`src/rtl/arb_rr.sv`:
```
// ============================================================================
// Module   : arb_rr
// Brief    : Round-robin arbiter with registered one-hot grant and ack handshake.
// Revision : 1.0 - initial release
// ============================================================================
`default_nettype none

module arb_rr_psel #(
    parameter int W        = 4,
    parameter int FROM_LSB = 1
) (
    input  logic [W-1:0]         i_vec,
    output logic [W-1:0]         o_sel,
    output logic [$clog2(W)-1:0] o_idx
);
    localparam int IW = $clog2(W);

    always_comb begin
        int  j;
        logic found;
        o_sel = '0;
        o_idx = '0;
        found = 1'b0;
        j     = 0;
        for (int i = 0; i < W; i++) begin
            j = (FROM_LSB != 0) ? i : (W - 1 - i);
            if (!found && i_vec[j]) begin
                o_sel[j] = 1'b1;
                o_idx    = IW'(j);
                found    = 1'b1;
            end
        end
    end
endmodule

module arb_rr #(
    parameter int W        = 4,   // at least 2
    parameter int FROM_LSB = 1
) (
    input  logic                 clk,
    input  logic                 arst_n,
    input  logic [W-1:0]         i_req,
    input  logic                 i_gnt_ack,
    output logic                 o_gnt_vld,
    output logic [W-1:0]         o_gnt,
    output logic [$clog2(W)-1:0] o_gnt_idx
);
    localparam int IW = $clog2(W);

    typedef enum logic [0:0] {
        IDLE  = 1'b0,
        GRANT = 1'b1
    } state_t;

    state_t          state_q, state_d;
    logic [W-1:0]    gnt_q, gnt_d;
    logic [IW-1:0]   idx_q, idx_d;
    logic [W-1:0]    mask_q, mask_d;

    logic [W-1:0]    w_ack_mask;
    logic [W-1:0]    w_sel_mask;
    logic [W-1:0]    w_m_sel, w_u_sel, w_win_gnt;
    logic [IW-1:0]   w_m_idx, w_u_idx, w_win_idx;
    logic            w_ack;

    // Bits strictly after the presented index in scan direction, no wrap.
    always_comb begin
        w_ack_mask = '0;
        for (int i = 0; i < W; i++) begin
            w_ack_mask[i] = (FROM_LSB != 0) ? (i > int'(idx_q)) : (i < int'(idx_q));
        end
    end

    assign w_ack      = (state_q == GRANT) && i_gnt_ack;
    // On an ack the winner must see the mask as it is about to be updated.
    assign w_sel_mask = w_ack ? w_ack_mask : mask_q;

    arb_rr_psel #(.W(W), .FROM_LSB(FROM_LSB)) u_psel_masked (
        .i_vec (i_req & w_sel_mask),
        .o_sel (w_m_sel),
        .o_idx (w_m_idx)
    );

    arb_rr_psel #(.W(W), .FROM_LSB(FROM_LSB)) u_psel_unmasked (
        .i_vec (i_req),
        .o_sel (w_u_sel),
        .o_idx (w_u_idx)
    );

    assign w_win_gnt = (|w_m_sel) ? w_m_sel : w_u_sel;
    assign w_win_idx = (|w_m_sel) ? w_m_idx : w_u_idx;

    always_comb begin
        state_d = state_q;
        gnt_d   = gnt_q;
        idx_d   = idx_q;
        mask_d  = mask_q;
        case (state_q)
            IDLE: begin
                if (|i_req) begin
                    state_d = GRANT;
                    gnt_d   = w_win_gnt;
                    idx_d   = w_win_idx;
                end
            end
            GRANT: begin
                if (i_gnt_ack) begin
                    mask_d = w_ack_mask;
                    if (|w_win_gnt) begin
                        gnt_d = w_win_gnt;
                        idx_d = w_win_idx;
                    end else begin
                        state_d = IDLE;
                        gnt_d   = '0;
                        idx_d   = '0;
                    end
                end
            end
            default: begin
                state_d = IDLE;
                gnt_d   = '0;
                idx_d   = '0;
            end
        endcase
    end

    always_ff @(posedge clk or negedge arst_n) begin
        if (!arst_n) begin
            state_q <= IDLE;
            gnt_q   <= '0;
            idx_q   <= '0;
            mask_q  <= '0;
        end else begin
            state_q <= state_d;
            gnt_q   <= gnt_d;
            idx_q   <= idx_d;
            mask_q  <= mask_d;
        end
    end

    assign o_gnt_vld = (state_q == GRANT);
    assign o_gnt     = gnt_q;
    assign o_gnt_idx = idx_q;
endmodule

`default_nettype wire

```
`config.mk`:
```
export PLATFORM = sky130hd
export DESIGN_NAME = arb_rr
export DESIGN_NICKNAME = d
export VERILOG_FILES = /design/src/rtl/arb_rr.sv
export SDC_FILE = /design/constraint.sdc
export NUM_CORES = 1
export LEC_CHECK = 0
export ABC_AREA = 1
export CAP_MARGIN = 15
export CORE_AREA = 2 2 39 41
export DETAILED_ROUTE_END_ITERATION = 8
export DIE_AREA = 0 0 41 43
export MAX_ROUTING_LAYER = met4
export PLACE_DENSITY = 0.8
export RECOVER_POWER = 25
export SLEW_MARGIN = 40
export SYNTH_ARGS = -nofsm -noshare
export SYNTH_HDL_FRONTEND = slang
export SYNTH_SLANG_ARGS = --single-unit
export TNS_END_PERCENT = 1
```
`constraint.sdc`:
```
create_clock -name clk -period 1.3 [get_ports clk]
set_input_delay 0.325 -clock clk [delete_from_list [all_inputs] [get_ports clk]]
set_output_delay 0.325 -clock clk [all_outputs]
set_load 0.05 [all_outputs]
```
==> results.cfg, run 1 <==
[synth]
syn_area_um2 = 602
synth.avg_cell_area_um2 = 7.62
yosysWarnings = 0
synthCells = 79
synthesis.nets = 86
synth.yosys.seq_area_share_pct = 41.6
synth-seq-cells = 10
synth_cell_types = 21

[power]
combinationalPowerShare_pct = 41.6
swShare_pct = 37.4
p_int_uw = 751
power_switching_uw = 449
pwr-share-seq_pct = 34.1
fin_total_pwr_mw = 1.20
power_density_mw_per_mm2 = 1280
leakagePower_nw = 0.506
p_clk_share_pct = 24.3
vdd_drop_max_v = 0.000610

[setup_path]
worstPathArrival_ns = 1.42
r2r_setup_slack_ns = 0.04
required_ns = 1.46
crit_slowest_cell = dfrtp_2
rr_worst_depth = 8
crit_path_frequent_cell = nand2_1
worstPathCellList = nand2_4 > nand2_1 > nand3_4 > inv_2 > a21oi_2 > nand2_1 > nand2_1 > nand2_1
start_kind = flip-flop
worst_r2r_endpoint = o_gnt_idx[0]
end_kind = flip-flop
path_class = reg2reg
r2r-start = o_gnt_vld
cp_max_fo = 6
critPathMaxStageDelay_ns = 0.46

[clock_network]
clk_pin_slew_ns = 0.07
hold_buffers = 0
clockRootBuffer = clkbuf_4
cts_buffers = 3
cts_tree = done
clock_path_buffers = 2
htreeDepth = 1
clkSinkCount = 10
clock_latency_ns = 0.27

[worst_hold_path]
hold_path_class = in2reg
holdPathEnd = o_gnt_vld
worstHoldStart = i_gnt_ack
hold_path_depth = 2

[layout]
diodes = 0
nFillCells = 106
drive_above_1_share_pct = 38.8
area_growth_pct = 55.9
final_util_pct = 67.8
register_area_um2 = 254
final_nets = 111
multi_input_area_um2 = 319

[placed_design]
io_buffers = 13
dpl.hpwl_um = 1020
gp_congestion = 0.910
dp_slack_ns = -0.330

[grt]
grt-ovfl-total = 0
track_usage_pct = 18.5
grt_pass1_wl_um = 2130
grt_pass1_vias = 525
grt_antenna_before_repair = 0
grt_max_degree = 11

[run]
timing.max_cap.violations = 0

[timing]
drv_slew = 0
setup_viol = 0
min_period_over_period_pct = 96.7
slew_headroom_pct = 61.7
skew_ns = 0.00691
hold_slack_ns = 0.449
finalCriticalPeriod_ns = 1.26
worstMarginPinSlew_ns = 0.575
rsz0062_at_grt = true
finalHoldViolCount = 0
setup_slack_ns = 0.0427
setup-tns-final_ns = 0
max_freq_mhz = 795

[detailed_routing]
vias_per_cell = 4.92
drt_wl_total_um = 1320
wl_per_cell_um = 11.1
ant_nets = 0
vias = 585
drt_iter0_drc = 14
drtPass1Iterations = 4
drc = 0

[die]
die_area_mm2 = 0.00176
die_width_um = 41
dieHeight_um = 43
start_util_pct = 43.5
ios = 14
rows = 14
core_area_mm2 = 0.00138

[outcome]
status = complete, no violations
[routing by layer]
metal	global-route usage, %	vias to the layer above	part of all wire [%]
met4	10.0	0	3.9
met5	-	-	0
li1	-	296	-
met2	26.6	25	50
met3	3.14	7	4.5
met1	24.0	257	42
[final cells by class]
cell class / instances / area share [%]
Timing Repair Buffer: 20 / 26.5
Tap cell: 16 / 2.13
Clock buffer: 4 / 3.87
Multi-Input combinational cell: 54 / 34.0
Sequential cell: 10 / 27.1
Inverter: 15 / 6.40
[stage by stage]
| stage | instance area (um^2) | cells |
|---|---|---|
| 2_1_floorplan | 606 | 79 |
| 3_3_place_gp | 871 | 114 |
| 3_5_place_dp | 871 | 114 |
| 4_1_cts | 915 | 118 |
| 5_1_grt | 938 | 119 |
| 6_report | 938 | 119 |
[critical path, delay by kind of cell, from the launching register on]
family,cells,cell delay (ns)
and+or+nand+nor,6,0.52
DFF,1,0.46
buffers and inverters,1,0.06
AOI/OAI and AO/OA,1,0.10
[synth_stat cells, drive strengths merged]
master	number	area, um^2
a21oi	2	13.8
o21bai	1	7.51
nand4	2	12.5
nand3	7	57.6
a31oi	1	6.26
inv	14	52.6
nor2	1	6.26
clkinv	1	5.00
dfrtp	10	250
o21ai	3	18.8
o211ai	1	7.51
nor3	1	5.00
nand2	35	159
[power groups by stage]
| stage | clock network (mW) | logic [mW] | registers [mW] |
|---|---|---|---|
| finish | 0.291 | 0.499 | 0.410 |
| global route | 0.301 | 0.537 | 0.414 |
| CTS | 0.291 | 0.494 | 0.411 |
| detailed placement | 0 | 0.486 | 0.417 |
| global placement | 0 | 0.480 | 0.416 |
| floorplan | 0 | 0.165 | 0.507 |
[cell families after synthesis]
group	synth area share, %
AO/OA/AOI/OAI	8.94
buffers and inverters	9.56
flip-flops	41.6
AND/OR/NAND/NOR	39.9
[flip-flops by register name, indices dropped and copies added (netlist names)]
signal	cells
o_gnt	4
o_gnt_idx	2
o_gnt_vld	1
mask_q	3
[cells in the final DEF (no fill, tap or decap)]
master | synthesis | final
nand3_2 | 2 | 1
o21ai_1 | 1 | 1
inv_2 | 3 | 3
dfrtp_2 | 0 | 3
nor2_2 | 1 | 1
a21oi_2 | 1 | 1
nor3_2 | 0 | 1
o21ai_0 | 1 | 1
inv_1 | 11 | 10
dlygate4sd2_1 | 0 | 2
buf_12 | 0 | 7
nand4_1 | 2 | 2
inv_4 | 0 | 1
clkbuf_4 | 0 | 3
clkbuf_1 | 0 | 1
dfrtp_1 | 10 | 7
clkdlybuf4s50_1 | 0 | 2
nand2_4 | 2 | 4
dlymetal6s2s_1 | 0 | 1
o211ai_1 | 1 | 1
nand3_4 | 1 | 2
a31oi_1 | 1 | 1
a21oi_1 | 1 | 1
nand3_1 | 4 | 4
o21ai_2 | 1 | 1
nand2_2 | 5 | 4
clkinv_2 | 1 | 1
buf_4 | 0 | 6
dlygate4sd3_1 | 0 | 1
o21bai_1 | 1 | 1
clkbuf_8 | 0 | 1
nand2_1 | 28 | 27
[worst max-delay path by stage]
| stage | start | end | slack, ns | cells past startpoint |
|---|---|---|---|---|
| 3_5_place_dp | i_gnt_ack | o_gnt[1] | -0.33 | 8 |
| 2_1_floorplan | o_gnt_vld | o_gnt_idx[0] | 0.03 | 8 |
| 3_3_place_gp | i_gnt_ack | o_gnt[1] | -0.28 | 8 |
| 6_report | o_gnt_vld | o_gnt_idx[0] | 0.04 | 8 |
| 4_1_cts | i_req[0] | o_gnt[0] | 0.03 | 8 |
| 5_1_grt | i_req[1] | o_gnt_idx[0] | -0.05 | 9 |
[timing repair]
action | CTS | global route
resized for setup | 5 | 5
setup endpoints to repair | 5 | 6
pin swaps | 1 | 1
setup buffers | 0 | 1
No activity file was read; power rests on OpenSTA's default activity.
==> inputs of run 2 (changes only) <==
--- a/config.mk
+++ b/config.mk
@@ -7,9 +7,10 @@
 export LEC_CHECK = 0
 export ABC_AREA = 1
 export CAP_MARGIN = 15
-export CORE_AREA = 2 2 39 41
+export CORE_AREA = 4 4 41 43
 export DETAILED_ROUTE_END_ITERATION = 8
-export DIE_AREA = 0 0 41 43
+export DIE_AREA = 0 0 45 47
+export HOLD_SLACK_MARGIN = 0.15
 export MAX_ROUTING_LAYER = met4
 export PLACE_DENSITY = 0.8
 export RECOVER_POWER = 25
==> run 2 against run 1 <==
Register-to-register slack better by 0.03 ns. Largest power group unchanged. Critical path type is now in2reg. Cell count stayed put. Utilization is 6.5 points higher. Setup slack better by 0.033 ns.
==> results.cfg, run 2 (same netlist as run 1, synthesis figures left out) <==
[outcome]
status = complete, no violations

[detailed_routing]
drc = 0
drt_wl_total_um = 1470
drtPass1Iterations = 4
wl_per_cell_um = 12.3
vias = 594
drt_iter0_drc = 13
vias_per_cell = 4.99
ant_nets = 0

[power]
power_density_mw_per_mm2 = 1260
leakagePower_nw = 0.536
fin_total_pwr_mw = 1.22
vdd_drop_max_v = 0.000780

[clock_network]
clk_pin_slew_ns = 0.07
htreeDepth = 1
clockRootBuffer = clkbuf_4
clock_path_buffers = 2
clkSinkCount = 10
clock_latency_ns = 0.27
cts_tree = done
cts_buffers = 3
post-cts-setup-buffers = 0
hold_buffers = 0

[timing]
finalHoldViolCount = 0
finalCriticalPeriod_ns = 1.22
max_freq_mhz = 817
min_period_over_period_pct = 94.2
drv_slew = 0
setup_viol = 0
slew_headroom_pct = 62.2
worstMarginPinSlew_ns = 0.567
skew_ns = 0.00263

[die]
core_area_mm2 = 0.00130
die_width_um = 45
start_util_pct = 46.2
rows = 13
ios = 14
die_area_mm2 = 0.00212
dieHeight_um = 47

[grt]
grt_pass1_vias = 563
track_usage_pct = 16.9
grt_antenna_before_repair = 0
grt-ovfl-total = 0
grt_max_degree = 11
grt_pass1_wl_um = 2390

[setup_path]
worstPathCellList = clkdlybuf4s50_1 > buf_4 > nand3_1 > nand2_1 > nand4_1 > nand2_1 > nand2_1 > nand2_1
start_kind = input pin
worstPathArrival_ns = 1.44
critPathMaxStageDelay_ns = 0.48
end_kind = flip-flop
cp_max_fo = 3
path_class = in2reg
required_ns = 1.51
crit_slowest_cell = clkdlybuf4s50_1
crit_path_frequent_cell = nand2_1

[layout]
design_area_um2 = 967
largest_reg_flops = 4
final_nets = 112
multi_input_area_um2 = 334
nFillCells = 96
mostFrequentLayoutCells = nand2_1, inv_1, dfrtp_1, buf_12, buf_4
area_growth_pct = 60.7
layout_commonest_cell = nand2_1
drive_above_1_share_pct = 39.4
diodes = 0
register_area_um2 = 254

[placed_design]
gp_congestion = 0.906
dpl.hpwl_um = 1000
place_area_um2 = 885
io_buffers = 13

[worst_hold_path]
hold_path_class = in2reg

[run]
timing.max_cap.violations = 0
-- run 2: changes by cell type in the layout (fill, tap and decap cells not counted), sizes merged --
cell           previous run  this run
buf                      13        14
clkdlybuf4s50             2         1
clkinv                    1         0
dlygate4sd2               2         1
dlymetal6s2s              1         3
inv                      14        15
-- run 2: repair_timing --
action	4_1_cts	5_1_grt
pin swaps	1	5
endpoints found under the setup margin	4	6
resized for setup	3	12
-- run 2: path summary, 6_finish.rpt --
path,from,to,slack [ns],cells after the start
worst min register to register,mask_q[3],mask_q[3],0.54,2
worst max register to register,o_gnt_vld,o_gnt_idx[0],0.08,9
worst max-delay path,i_req[3],o_gnt_idx[0],0.08,8
max in group asynchronous,arst_n,o_gnt_vld,0.35,2
min in group asynchronous,arst_n,o_gnt[2],0.55,2
worst min-delay path,i_gnt_ack,o_gnt_vld,0.49,2
-- run 2: layout make-up --
cell class | instances | area share [%]
multi-input combinational | 54 | 34.5
timing repair buffer | 21 | 27.2
clock buffer | 4 | 3.75
inverter | 15 | 6.34
sequential | 10 | 26.3
tap | 15 | 1.94
-- run 2: power breakdown --
group          leakage (nW)  switching, mW  internal (mW)
Clock                0.0210          0.115          0.170
Combinational         0.398          0.297          0.230
Sequential            0.116         0.0467          0.362
-- run 2: through the flow --
step / util, % / hold slack (ns) / setup TNS [ns] / cells / setup WS (ns)
after floorplan: - / 0.0294 / 0 / 79 / 0.0298
after global placement: 68.0 / 0.529 / -1.65 / 115 / -0.274
after detailed placement: 68.0 / 0.529 / -1.90 / 115 / -0.320
after CTS: 71.4 / 0.337 / -0.00526 / 119 / -0.00526
after global routing: 74.3 / 0.503 / -0.0161 / 119 / -0.0161
final: 74.3 / 0.487 / 0 / 119 / 0.0753
-- run 2: worst max-delay path: cells and delay by family --
kind	cells	cell delay, ns
buf+inv	2	0.61
simple gates	6	0.50
-- run 2: per-layer routing --
layer,GRT usage (%),vias up,share of wire (%)
met5,-,-,0
met4,10.5,0,2.1
met3,2.30,4,4.6
met2,28.0,19,51
met1,19.3,272,42
li1,-,299,-
